### src/rtl/wb_inst_responder.sv
// Wishbone B3 slave that answers core reads from a driver-fed instruction FIFO
// and acks core writes while exposing them on a one-cycle store-capture port.
module wb_inst_responder #(
  parameter int          DEPTH     = 16,
  parameter int          ACK_LAT   = 1,
  parameter logic [31:0] FILL_WORD = 32'hF0081003,
  parameter int          STRICT    = 0
) (
  input  logic                       i_clk,
  input  logic                       i_rst_n,
  input  logic [31:0]                i_wb_adr,
  input  logic [15:0]                i_wb_sel,
  input  logic                       i_wb_we,
  input  logic [127:0]               i_wb_dat,
  input  logic                       i_wb_cyc,
  input  logic                       i_wb_stb,
  output logic [127:0]               o_wb_dat,
  output logic                       o_wb_ack,
  output logic                       o_wb_err,
  input  logic [31:0]                i_inst,
  input  logic                       i_inst_valid,
  output logic                       o_inst_ready,
  output logic [$clog2(DEPTH):0]     o_fifo_count,
  output logic                       o_st_valid,
  output logic [31:0]                o_st_adr,
  output logic [127:0]               o_st_dat,
  output logic [15:0]                o_st_sel
);

  localparam int AW = $clog2(DEPTH);
  localparam int CW = AW + 1;

  typedef enum logic [1:0] {IDLE, WAIT, RESP} state_t;

  state_t         state;
  logic [3:0]     cnt;
  logic           we_q;
  logic [31:0]    adr_q;
  logic [15:0]    sel_q;
  logic [127:0]   dat_q;

  logic [31:0]    mem [DEPTH];
  logic [AW-1:0]  wr_ptr;
  logic [AW-1:0]  rd_ptr;
  logic [CW-1:0]  count;
  logic [CW-1:0]  count_nxt;
  logic           push;
  logic           fire;
  logic           pop;
  logic           empty;

  assign empty     = (count == '0);
  assign push      = i_inst_valid & o_inst_ready;
  assign fire      = (state == WAIT) && i_wb_cyc && (cnt == 4'd0);
  // The pop uses the pre-edge occupancy, so a same-edge push is never bypassed
  assign pop       = fire && !we_q && !empty;
  assign count_nxt = count + CW'(push) - CW'(pop);

  assign o_fifo_count = count;

  always_ff @(posedge i_clk) begin
    if (push) mem[wr_ptr] <= i_inst;
  end

  always_ff @(posedge i_clk or negedge i_rst_n) begin
    if (!i_rst_n) begin
      wr_ptr       <= '0;
      rd_ptr       <= '0;
      count        <= '0;
      o_inst_ready <= 1'b0;
    end else begin
      if (push) wr_ptr <= wr_ptr + AW'(1);
      if (pop)  rd_ptr <= rd_ptr + AW'(1);
      count        <= count_nxt;
      o_inst_ready <= count_nxt < CW'(DEPTH);
    end
  end

  always_ff @(posedge i_clk or negedge i_rst_n) begin
    if (!i_rst_n) begin
      state      <= IDLE;
      cnt        <= '0;
      we_q       <= 1'b0;
      adr_q      <= '0;
      sel_q      <= '0;
      dat_q      <= '0;
      o_wb_dat   <= '0;
      o_wb_ack   <= 1'b0;
      o_wb_err   <= 1'b0;
      o_st_valid <= 1'b0;
      o_st_adr   <= '0;
      o_st_dat   <= '0;
      o_st_sel   <= '0;
    end else begin
      o_wb_ack   <= 1'b0;
      o_wb_err   <= 1'b0;
      o_st_valid <= 1'b0;
      case (state)
        IDLE: begin
          if (i_wb_cyc && i_wb_stb) begin
            we_q  <= i_wb_we;
            adr_q <= i_wb_adr;
            sel_q <= i_wb_sel;
            dat_q <= i_wb_dat;
            cnt   <= 4'(ACK_LAT - 1);
            state <= WAIT;
          end
        end
        WAIT: begin
          if (!i_wb_cyc) begin
            state <= IDLE;
          end else if (cnt == 4'd0) begin
            state <= RESP;
            if (we_q) begin
              o_wb_ack   <= 1'b1;
              o_wb_dat   <= '0;
              o_st_valid <= 1'b1;
              o_st_adr   <= adr_q;
              o_st_dat   <= dat_q;
              o_st_sel   <= sel_q;
            end else if (empty) begin
              o_wb_dat <= {4{FILL_WORD}};
              if (STRICT != 0) o_wb_err <= 1'b1;
              else             o_wb_ack <= 1'b1;
            end else begin
              o_wb_dat <= {FILL_WORD, FILL_WORD, FILL_WORD, mem[rd_ptr]};
              o_wb_ack <= 1'b1;
            end
          end else begin
            cnt <= cnt - 4'd1;
          end
        end
        RESP:    state <= IDLE;
        default: state <= IDLE;
      endcase
    end
  end

endmodule

### config.mk
export PLATFORM = sky130hd
export DESIGN_NAME = wb_inst_responder
export DESIGN_NICKNAME = d
export VERILOG_FILES = /design/src/rtl/wb_inst_responder.sv
export SDC_FILE = /design/constraint.sdc
export NUM_CORES = 1
export LEC_CHECK = 0
export ABC_AREA = 1
export CAP_MARGIN = 20
export CORE_ASPECT_RATIO = 1.2
export CORE_MARGIN = 5
export CORE_UTILIZATION = 55
export DETAILED_ROUTE_END_ITERATION = 8
export PLACE_DENSITY = 0.89
export SLEW_MARGIN = 20
export SYNTH_ARGS = -nofsm -noshare
export SYNTH_HDL_FRONTEND = slang
export SYNTH_SLANG_ARGS = --single-unit
### constraint.sdc
create_clock -name i_clk -period 3.8 [get_ports i_clk]
set_input_delay 0.57 -clock i_clk [delete_from_list [all_inputs] [get_ports i_clk]]
set_output_delay 0.57 -clock i_clk [all_outputs]
set_load 0.02 [all_outputs]
-- Word level (Yosys, flattened, before mapping)
Memory sizes are Yosys's and may differ from the RTL's.
Cells that the tools add are included.
- memories kept: 1
- RAM bits: 512
- register bits after elaboration: 503
- output and inout port bits: 313
- latch bits: 0
- ROM bits: 0
- logic and storage cells: 64
- equality and inequality tests: 5
- add/sub/neg operators: 5
- order comparisons: 1
- $mul: 0
- bitwise logic cells: 1
- div/mod/pow operators: 0
- shift-type cells: 0
- muxes and demuxes: 19
- reductions and logical operators: 16
- memory list (name ; depth ; bits a word ; read ports ; clocked after Yosys merged registers in ; write ports ; line ; RTL):
    mem ; 16 ; 32 ; 1 ; 0 ; 1 ; 42 ; logic [31:0] mem [DEPTH];
- operators by type and width (operator ; count):
    2-to-1 mux 128 bit ; 1
    2-to-1 mux 32 bit ; 1
    2-to-1 mux 4 bit ; 3
    2-to-1 mux 1 bit ; 9
    adder 4 x 1 -> 4 bit, second input constant ; 2
    case mux 4 bit (2 select lines) ; 1
    AND reduction 4 bit ; 2
    2-to-1 mux 2 bit ; 3
    != test 2 bit, second input constant ; 3
    adder 5 x 1 -> 5 bit ; 1
    logical AND 1 bit ; 5
    zero test 5 bit ; 1
    less-than comparator 5 bit, second input constant ; 1
    subtractor 5 x 1 -> 5 bit ; 1
    zero test 4 bit ; 1
    case mux 2 bit (2 select lines) ; 1
    AND reduction 2 bit ; 2
    subtractor 4 x 1 -> 4 bit, second input constant ; 1
    != test 3 x 2 -> 1 bit, second input constant ; 1
    AND reduction 3 bit ; 1
    == test 2 x 1 -> 1 bit, second input constant ; 1
    zero test 1 bit ; 2
    zero test 2 bit ; 1
    nonzero test 2 bit ; 1
    bitwise AND 1 bit ; 1

-- Longest topological paths before layout
- word-level depth: 7
- mapped depth: 15
- mapped depth without buffers: 14

-- Worst setup path after synthesis
Ideal clock, no wire load.
- path kind: in2reg
- start point: input port i_inst_valid
- end point: memory mem[11][0], enable pin
- required time: 3.379 ns
- setup time: 0.421 ns
- setup slack: 1.067 ns
- arrival: 2.312 ns
- cell stages on the path: 4
- buffers on the path: 0
- path through: nand2_1 > inv_1 > nand3_1 > nor2_1
- word-level cells in the longest chain between the ends: 3
- ends and longest elaborated chain (item ; line ; RTL):
    start: declaration ; 21 ; input logic i_inst_valid,
    bitwise AND 1 bit ; 53 ; assign push = i_inst_valid & o_inst_ready;
    2-to-1 mux 1 bit ; 62 ; if (push) mem[wr_ptr] <= i_inst;
    2-to-1 mux 1 bit (implied by the code) ; 62 ;
    end: declaration ; 42 ;
Every way passes these cells.

==> implementation parameters <==
Parameter                              Value

Yosys
  Flip-flop and latch count after synthesis ... 920
  Number of enable flip-flop cells after synthesis ... approximately 510
  Yosys top cell by area ... sky130_fd_sc_hd__edfxtp_1
  Synth unique cells ... 29
  Synth async-reset ratio ... 44.3%
  Post-Syn Area ... approximately 37,000 sq um
  Commonest cells in the synthesized netlist ... 1,380 x sky130_fd_sc_hd__nand2_1, 512 x sky130_fd_sc_hd__edfxtp_1, 408 x sky130_fd_sc_hd__dfrtp_1, 246 x sky130_fd_sc_hd__nor2_1, 237 x sky130_fd_sc_hd__nand3_1
  Library cell with the highest instance count after synthesis ... sky130_fd_sc_hd__nand2_1
  Proportion of netlist area held by the largest area contributor ... approximately two fifths
  Yosys warns ... 0
  Dominant register cell in the synthesized netlist ... sky130_fd_sc_hd__edfxtp_1
  Average cell area after synthesis ... 10.4 sq um
  Gate count of the mapped netlist ... 3,548
  Fraction of the yosys area taken by sequential cells ... between 60 and 70%
  Largest cells by area after synthesis ... sky130_fd_sc_hd__edfxtp_1 41%, sky130_fd_sc_hd__dfrtp_1 28%, sky130_fd_sc_hd__nand2_1 14%

Placed design
  Total half-perimeter wirelength after legalization and detailed placement ... 63.3 mm
  Global placement routability congestion ... 0.855
  Placement Setup Slack ... just under 0.7 ns
  # port buffers ... 453

Timing
  Final WS setup ... 0.900 ns
  Maximum clock frequency ... 0.345 GHz
  Slew margin rel. ... a little under two fifths
  RSZ-0062 raised after global routing ... false
  Clock Skews ... 0.0586 ns
  Final sum of negative setup slack ... 0 ns
  # setup viols final ... 0
  Final slew viol count ... 0
  Number of endpoints with negative hold slack in the final report ... 0
  Slew @ Worst Pin ... 0.930 ns
  Min cycle time layout ... 2.90 ns
  Period utilization ... 76.3%

Route
  Antenna-violating nets left ... 0
  DR WL/cell ... approximately 21 um
  Pre-Repair DR Iteration Count ... 6
  Detailed-route wire length ... 104 mm
  Violation count after the first detailed-route iteration ... approximately 3,000
  Number of vias per cell ... 5.56
  Post-route DRC violation count ... 0
  Routed via count ... 27,300

Power and ir drop
  Standby leakage power ... ~20 nW
  Peak supply drop ... slightly below 600 uV
  Power per Cell Area ... 771 nW/um^2

Worst setup path
  Ordered cell list for the critical path ... clkdlybuf4s50_1
  Delay of the slowest critical-path stage ... 0.89 ns
  Startpoint kind of the worst setup timing path ... register
  Critical path buffers and inverters ... 1
  Critical-path cell with the highest stage delay ... sky130_fd_sc_hd__dfrtp_1
  Worst-case register-to-register setup slack ... 1.05 ns
  Crit-path max FO ... 25
  Worst Setup End Kind ... primary output
  Crit path kind ... register to primary output
  Cell family with most CP delay ... flip-flops
  Source of the worst register-to-register timing path ... cnt[0]
  Data arrival time of the worst path ... 2.33 ns
  Origin of the worst setup path ... o_wb_dat[126]
  Req. time, crit path ... 3.23 ns

CTS
  Clock latency at the later pin of the worst-skew pair ... 0.68 ns
  Max clock buf depth ... 3
  Clock root buffer master ... sky130_fd_sc_hd__clkbuf_16
  Number of sinks handled by clock tree synthesis ... 920
  Post-CTS Resized ... 0
  Clock buffers created by TritonCTS ... just under 90
  Clock transition at the registers of the reported paths ... around 0.060 ns
  TritonCTS clock tree ... yes
  Level count of the clock H-tree ... 3

Floorplanning
  Die outline area ... 72,700 sq um
  Chip height ... 294 um
  X dimension of the die ... around 250 um
  I/O pin cnt ... 527
  Number of placement rows ... ~100
  Initial standard-cell utilization of the core ... approximately 55%
  Placeable Area ... 67,000 sq um

Global route
  Overall routing resource usage ... 27.7%
  Via count of the first global-routing pass ... 27,500
  Antenna violations before repair ... 14
  Largest net degree at the start of global routing ... 172
  Wire length of the first global-routing pass ... about 160 mm
  Remaining global-route overflow ... 0

Min path
  HP Start ... i_wb_dat[104]
  Type of the most critical hold path ... primary input to register

Layout
  Proportion of layout cells with a drive suffix above 1 ... around 5.7%
  Count of nets after finishing ... slightly above 4,000
  Area growth from synthesis to layout ... 22.3%
  Fill cell instance count of the final layout ... 4,210

Flow run
  # Max-Cap Violations ... 0

Status
  Run status ... completed
==> where the power goes <==
group,internal (W),switching (W)
registers,0.0126,0.00119
clock network,0.00554,0.00390
logic,0.00416,0.00757
==> worst reg2reg max path, delay by kind of cell (launching register included) <==
family                   cells  cell delay, ns
AO/OA/AOI/OAI                1            0.23
AND/OR/NAND/NOR              4            0.51
adder cells (fa/ha/maj)      4            0.98
flip-flops                   1            0.42
XOR/XNOR                     1            0.21
buffers and inverters        4            0.29
==> cells in the final DEF (no fill, tap or decap), types with 2 or more instances in the layout <==
cell	n
sky130_fd_sc_hd__nor2_4	21
sky130_fd_sc_hd__buf_12	23
sky130_fd_sc_hd__clkdlybuf4s50_1	452
sky130_fd_sc_hd__inv_1	187
sky130_fd_sc_hd__inv_16	2
sky130_fd_sc_hd__clkinv_1	5
sky130_fd_sc_hd__buf_4	25
sky130_fd_sc_hd__ha_1	13
sky130_fd_sc_hd__bufinv_16	14
sky130_fd_sc_hd__clkinv_4	3
sky130_fd_sc_hd__o211ai_1	79
sky130_fd_sc_hd__nor2_1	228
sky130_fd_sc_hd__o21ai_0	168
sky130_fd_sc_hd__clkbuf_16	88
sky130_fd_sc_hd__clkinv_2	15
sky130_fd_sc_hd__a21oi_1	4
sky130_fd_sc_hd__diode_2	8
sky130_fd_sc_hd__edfxtp_1	512
sky130_fd_sc_hd__dfrtp_2	3
sky130_fd_sc_hd__inv_4	2
sky130_fd_sc_hd__clkbuf_8	13
sky130_fd_sc_hd__dfrtp_1	404
sky130_fd_sc_hd__xor2_1	8
sky130_fd_sc_hd__inv_6	6
sky130_fd_sc_hd__conb_1	73
sky130_fd_sc_hd__clkinv_16	2
sky130_fd_sc_hd__clkbuf_1	16
sky130_fd_sc_hd__nand3_1	237
sky130_fd_sc_hd__inv_2	3
sky130_fd_sc_hd__nand2_1	1380
==> sequential cells by signal, indices dropped and copies added (netlist names) <==
register and flops:
o_st_valid 1, o_fifo_count 5, mem 512, we_q 1, cnt 4, state 2, rd_ptr 4, wr_ptr 4
o_st_sel 16, o_wb_dat 33, dat_q 128, o_st_dat 128, o_st_adr 32, o_inst_ready 1, sel_q 16, adr_q 32
o_wb_ack 1
==> metal layers <==
metal | wire length, um | global-route usage [%]
met5 | 93 | 0
met4 | 5990 | 14.6
met3 | 11100 | 6.93
met2 | 51700 | 46.7
met1 | 35200 | 32.8
==> layout make-up <==
class,instances,area [sq um],share of cell area (%)
diodes,8,20.0,0.0442
clock buffers,117,2440,5.39
clock inverters,47,707,1.56
inverters,195,747,1.65
multi-input cells,2220,9500,20.9
flip-flops and latches,920,25600,56.5
well taps,901,1130,2.49
repair buffers,502,5200,11.5
==> final timing paths <==
kind                       cells after the start               to
min reg2reg                                    2        dat_q[73]
min                                            3       dat_q[104]
max                                            1    o_wb_dat[125]
max in group asynchronous                      3     o_st_sel[15]
min in group asynchronous                      2     o_st_dat[86]
max reg2reg                                   14  o_fifo_count[4]
==> metrics by stage <==
stage | area (sq um) | instances | hold WS, ns | utilization, % | total power (W)
floorplan | 37300 | 3620 | 0.274 | - | 0.0205
global placement | 42100 | 4737 | 0.453 | 62.9 | 0.0248
detailed placement | 42100 | 4737 | 0.457 | 62.9 | 0.0253
CTS | 45300 | 4902 | 0.415 | 67.6 | 0.0349
global route | 45300 | 4909 | 0.457 | 67.6 | 0.0366
finish | 45300 | 4910 | 0.457 | 67.6 | 0.0350
==> logic make-up after synthesis <==
| logic type | synth area share (%) |
|---|---|
| fa+ha+maj | 0.493 |
| compound gates | 3.92 |
| other cells | 0.0101 |
| flops | 69.0 |
| simple gates | 19.9 |
| buf+inv | 6.44 |
| xor+xnor | 0.213 |
==> what timing repair did <==
item                      in CTS  in global routing
buffers inserted               0                  0
hold buffers                   1                  0
hold endpoints to repair      66                  0
(Power assumes the default switching activity.)
